`config.mk`:
```
export PLATFORM = sky130hd
export DESIGN_NAME = switch_debounce_sync
export DESIGN_NICKNAME = d
export VERILOG_FILES = /design/src/rtl/switch_debounce_sync.sv
export SDC_FILE = /design/constraint.sdc
export NUM_CORES = 1
export LEC_CHECK = 0
export CAP_MARGIN = 20
export CORE_AREA = 2 2 173 175
export DETAILED_ROUTE_END_ITERATION = 12
export DIE_AREA = 0 0 175 177
export SLEW_MARGIN = 20
export SYNTH_ARGS = -nofsm -noshare
export SYNTH_HDL_FRONTEND = slang
export SYNTH_SLANG_ARGS = --single-unit
```
`constraint.sdc`:
```
create_clock -name clk -period 2.75 [get_ports clk]
set_input_delay 0.4125 -clock clk [delete_from_list [all_inputs] [get_ports clk]]
set_output_delay 0.4125 -clock clk [all_outputs]
set_load 0.02 [all_outputs]
```
`src/rtl/switch_debounce_sync.sv`:
```
// switch_debounce_sync: synchronises and debounces request/enable switches for the encoder stage
module switch_debounce_sync #(
  parameter int WIDTH     = 8,
  parameter int DB_CYCLES = 50000,
  parameter int CNT_W     = 16
) (
  input  logic             clk,
  input  logic             rst,
  input  logic [WIDTH-1:0] x_raw,
  input  logic             en_raw,
  output logic [WIDTH-1:0] x_db,
  output logic             en_db,
  output logic             any_db,
  output logic             chg
);
  localparam int N = WIDTH + 1;
  localparam logic [CNT_W-1:0] CNT_MAX = CNT_W'(DB_CYCLES - 1);
  logic [N-1:0] s1_q, s2_q, stb_q, stb_d;
  logic [CNT_W-1:0] cnt_q [N];
  logic [CNT_W-1:0] cnt_d [N];
  logic any_q, any_d, chg_q, chg_d;
  // per channel: count consecutive mismatches, accept the new level on the DB_CYCLES-th one
  always_comb begin
    stb_d = stb_q;
    for (int i = 0; i < N; i++) begin
      cnt_d[i] = (s2_q[i] == stb_q[i] || cnt_q[i] == CNT_MAX) ? '0 : cnt_q[i] + CNT_W'(1);
      stb_d[i] = (s2_q[i] != stb_q[i] && cnt_q[i] == CNT_MAX) ? s2_q[i] : stb_q[i];
    end
    any_d = |stb_d[WIDTH-1:0];
    chg_d = |(stb_d ^ stb_q);
  end
  // synchronisers, counters and registered outputs
  always_ff @(posedge clk) begin
    if (rst) begin
      s1_q  <= '0;
      s2_q  <= '0;
      stb_q <= '0;
      cnt_q <= '{default: '0};
      any_q <= 1'b0;
      chg_q <= 1'b0;
    end else begin
      s1_q  <= {en_raw, x_raw};
      s2_q  <= s1_q;
      stb_q <= stb_d;
      cnt_q <= cnt_d;
      any_q <= any_d;
      chg_q <= chg_d;
    end
  end
  assign x_db   = stb_q[WIDTH-1:0];
  assign en_db  = stb_q[WIDTH];
  assign any_db = any_q;
  assign chg    = chg_q;
endmodule

```
Word-level counts from Yosys, hierarchy flattened
Index checks and enable logic that the tools add are counted.
{"block": "totals", "register_bits": 173, "wordCells": 89}
{"block": "op_classes", "n_addsub": 9, "eq_ne": 27, "mux": 9, "bitwise": 1, "n_reduce_logical": 29}
{"op": "adder 16 x 1 -> 16 bit (second input constant)", "count": 9}
{"op": "equality test 16 bit (second input constant)", "count": 9}
{"op": "OR reduction 2 bit", "count": 9}
{"op": "equality test 1 bit", "count": 9}
{"op": "logical AND 1 bit", "count": 9}
{"op": "logical OR 1 bit", "count": 9}
{"op": "two-way mux 1 bit", "count": 9}
{"op": "!= test 1 bit", "count": 9}
{"op": "OR reduction 9 bit", "count": 1}
{"op": "bitwise XOR 9 bit", "count": 1}
{"op": "OR reduction 8 bit", "count": 1}

Logic depth before layout (Yosys ltp)
{"block": "depth", "depth_word": 5, "ltp_mapped": 7, "ltp_nobuf": 6}

Least setup slack after synthesis
OpenSTA, ideal clock, no wires.
{"block": "synth_path", "path_kind": "reg-to-reg", "start": "register cnt_q[139] in the netlist's numbering", "end": "register any_q (netlist: any_db)", "setup_ns": 0.133, "t_arrival_ns": 1.658, "setup_slack_ns": 0.959, "path_stages_with_launch": 6, "cell_sequence": "dfxtp_1 > or4_4 > nor4_4 > mux2i_1 > and4_1 > a31oi_1"}
{"block": "synth_between", "elab_chain_len": 4}
{"item": "start, declared", "line": "19", "rtl": "logic [CNT_W-1:0] cnt_q [N];"}
{"item": "start signal, assigned", "line": "45", "rtl": "cnt_q <= cnt_d;"}
{"item": "equality test 16 bit", "line": "27", "rtl": "stb_d[i] = (s2_q[i] != stb_q[i] && cnt_q[i] == CNT_MAX) ? s2_q[i] : stb_q[i];"}
{"item": "logical AND 1 bit", "line": "27"}
{"item": "two-way mux 1 bit", "line": "27"}
{"item": "OR reduction 8 bit", "line": "29", "rtl": "any_d = |stb_d[WIDTH-1:0];"}
{"item": "end signal, assigned", "line": "46", "rtl": "any_q <= any_d;"}
{"item": "end, declared", "line": "21", "rtl": "logic any_q, any_d, chg_q, chg_d;"}
Every way passes these cells.
A chain may end at the register's enable or synchronous reset.

Worst setup path after layout
{"block": "layout_path", "start": "register cnt_q[125] in the netlist's numbering", "end": "register cnt_q[127] in the netlist's numbering"}
{"block": "layout_between", "elab_chain_len": 3, "elab_cells_between_ends": 4, "cone_classes": "1 x add/sub; 1 x eq/ne; 2 x reduce/logical"}
{"item": "branches (longest 3 deep; another with adder 16 x 1 -> 16 bit)"}
Several ways; the timed one is not identified.

==> summary.txt <==
CELLS AND AREA
--------------------------------------------------------------------------------
Layout-stage area growth over the synthesis result ................       17.01%
Post-layout instance count excluding filler cells .................         1220
Fraction of layout instances using a drive strength above 1 .......       4.940%
Count of antenna diodes in the layout .............................            0
Number of nets in the finished design .............................          837
Finished Core Util ................................................       28.84%

ROUTE
--------------------------------------------------------------------------------
Drt drc ...........................................................            0
Via count of the routed design ....................................         5124
Routed Antenna Nets ...............................................            0
Total Routed Length ...............................................     12890 µm
Wire per inst .....................................................     10.57 µm
Violation count after the first detailed-routing iteration ........          332
Ratio of routed vias to standard cells ............................        4.200
DRT Pass-1 Iters ..................................................            4

LOGIC SYNTHESIS
--------------------------------------------------------------------------------
Proportion of netlist area held by the largest area contributor ...       48.05%
Synthesized instance count ........................................          797
Ys Warns ..........................................................            0
Mapped Area .......................................................     7208 µm²
Share of synthesized area occupied by flip-flops and latches ......       48.05%
Library cell with the largest summed area after synthesis .........      dfxtp_1
Net Count, Synth ..................................................          817
Count of unique library cells instantiated by Yosys ...............           39
Syn_area_per_cell .................................................    9.044 µm²
Flops & latches, synth ............................................          173
Cell types occupying the most area after synthesis ................ dfxtp_1 (48%), nor2_1 (9.4%), xnor2_1 (8.7%), xor2_1 (7.0%), nand3_1 (3.7%)

PLACED DESIGN
--------------------------------------------------------------------------------
Number of input and output port buffers inserted ..................           21
HPWL reported at the end of detailed placement ....................      9040 µm
Placer Congestion .................................................       0.7900
Cell count after placement ........................................         1188

DIE
--------------------------------------------------------------------------------
Floorplan core area ...............................................    29240 µm²
Initial core utilization ..........................................       24.65%
Number of placement rows ..........................................           63
Overall die width .................................................       175 µm
Number of primary I/O pins ........................................           22
Full die area .....................................................    30980 µm²
Height of the die .................................................       177 µm

TIMING
--------------------------------------------------------------------------------
Post-route fraction of the period consumed by the critical path ...       73.56%
Max-slew violation count ..........................................            0
Final setup fails .................................................            0
Remaining max-slew budget at the tightest pin .....................       54.55%
Worst hold slack ..................................................     438.5 ps
Min Tclk post-route ...............................................      2023 ps
Total negative setup slack ........................................         0 ps
Worst-case clock skew .............................................     8.125 ps
Unrepaired setup endpoints after global routing ...................           no
Achievable Freq ...................................................    494.4 MHz
Measured slew at the worst slew-check pin .........................     681.8 ps
Total count of hold-check failures in the final report ............            0

SETUP PATH
--------------------------------------------------------------------------------
Critical path type ................................................ flip-flop to flip-flop
Critical Path End Type ............................................    flip-flop
Element type at the critical path start ...........................    flip-flop
Critical-path maximum fanout ......................................           16
WP data arrival ...................................................      2310 ps
Required time of the critical path ................................      3040 ps

CLOCK TREE
--------------------------------------------------------------------------------
Total CTS buffers .................................................           17
Number of levels the H-tree was split into ........................            4
Cts hold-fix bufs .................................................            0
Post-CTS setup-driven buffer insertion count ......................            0
Number of instances resized during post-cts repair ................            0
Root cell of the clock tree .......................................    clkbuf_16
TritonCTS clock tree ..............................................         done
Worst skew pair latency ...........................................       420 ps
Maximum root-to-sink buffer count .................................            2
Sinks on Clock Net ................................................          173
Clk slew on worst S/H paths .......................................        60 ps

RUN
--------------------------------------------------------------------------------
Number of max-cap violations ......................................            0

RUN STATUS
--------------------------------------------------------------------------------
Status ............................................................ finished, final reports clean

GRT
--------------------------------------------------------------------------------
First-pass GRT wire length ........................................     22140 µm
Total Routing Usage GR ............................................       8.686%
Number of antenna violations at the first check in global routing .            0
Total congestion overflow after global routing ....................            0
Largest net degree at the start of global routing .................           39
Vias in the first global route ....................................         4781

POWER
--------------------------------------------------------------------------------
Power per cell area ............................................... 610.7 nW/µm²
Largest voltage drop on the vdd net ...............................    0.4172 mV
Leakage component of the power ....................................     2.637 nW

WORST HOLD PATH
--------------------------------------------------------------------------------
Worst min path class .............................................. flip-flop to flip-flop

synth_stat cells, drive strengths merged:
cell / count
and2: 3
nor4bb: 4
or4: 5
nand2: 41
nand3: 54
inv: 20
and3b: 1
or3: 12
ha: 9
o22ai: 1
a221oi: 1
clkbuf: 14
dfxtp: 173
o21ai: 5
xor2: 58
mux2i: 9
nor2: 180
or4bb: 4
or3b: 1
buf: 6
xnor2: 72
and4: 6
a21oi: 5
a31oi: 2
nand4: 23
nor4b: 7
and3: 26
and4b: 1
nand4b: 4
nor3: 18
nor4: 12
nor2b: 20
metal layers:
metal  up-vias  GRT usage (%)  part of all wire [%]
met3        12          2.577                   3.5
met5         -              0                     0
met1      2354          11.43                    51
met4         0          2.708                   1.2
met2        51          13.69                    44
li1       2707              -                     -
metrics by stage:
stage / setup slack, ps / total power, mW / instance area [µm²]
3_5_place_dp: 732.3 / 2.647 / 7801
2_1_floorplan: 959.5 / 2.625 / 7208
6_report: 727.2 / 5.151 / 8434
3_3_place_gp: 743.4 / 2.646 / 7801
4_1_cts: 707.7 / 5.229 / 8434
5_1_grt: 585.6 / 5.333 / 8434
area by class of cell:
type,count,area (µm²)
clock buffer,17,425.4
multi-input combinational,584,3570
inverter,20,75.07
sequential,173,3463
clock inverter,15,207.7
tap,390,488.0
timing repair buffer,21,205.2
fill,3068,20810
where the power goes:
part	leakage, nW	internal, mW	switching, mW
Combinational	0.937	0.0252	0.0336
Sequential	1.40	2.52	0.00881
Clock	0.303	1.54	1.03
state kept, by name, summed over array words and instances (netlist names):
name and flops:
s1_q 9, any_db 1, stb_q 9, cnt_q 144, s2_q 9, chg 1
final timing paths:
path	start	end	slack, ps	cells past startpoint
min reg2reg	cnt_q[80]	cnt_q[80]	440	1
min	cnt_q[80]	cnt_q[80]	440	1
max	cnt_q[125]	cnt_q[127]	730	4
max reg2reg	cnt_q[125]	cnt_q[127]	730	4
cell families after synthesis:
group,count (synthesis),synth area share [%]
DFF,173,48.05
and+or+nand+nor,422,29.84
AOI/OAI and AO/OA,14,1.076
muxes,9,1.250
buffers and inverters,40,2.430
xor gates and xnor gates,130,15.80
adders and majority gates,9,1.562
layout by cell type (no fill, tap or decap), types with 4 or more instances in the layout:
cell,n
nand4_1,23
clkbuf_16,17
inv_1,20
dfxtp_1,173
nand3_1,54
nor4b_1,7
nand4b_1,4
bufinv_16,4
or4bb_1,4
xnor2_1,72
and3_1,25
o21ai_0,5
clkdlybuf4s50_1,20
nor2b_1,20
nand2_1,41
nor4_1,8
and4_1,6
or3_1,11
inv_6,4
mux2i_1,9
a21oi_1,5
ha_1,9
nor2_1,180
nor4bb_1,4
nor3_1,18
xor2_1,58
critical path, stage by stage (launching register included):
cell and delay (ps):
dfxtp_1 340, or4_1 590, nor4_4 320, or3_1 520, nor2_1 110
(Power assumes the default switching activity.)
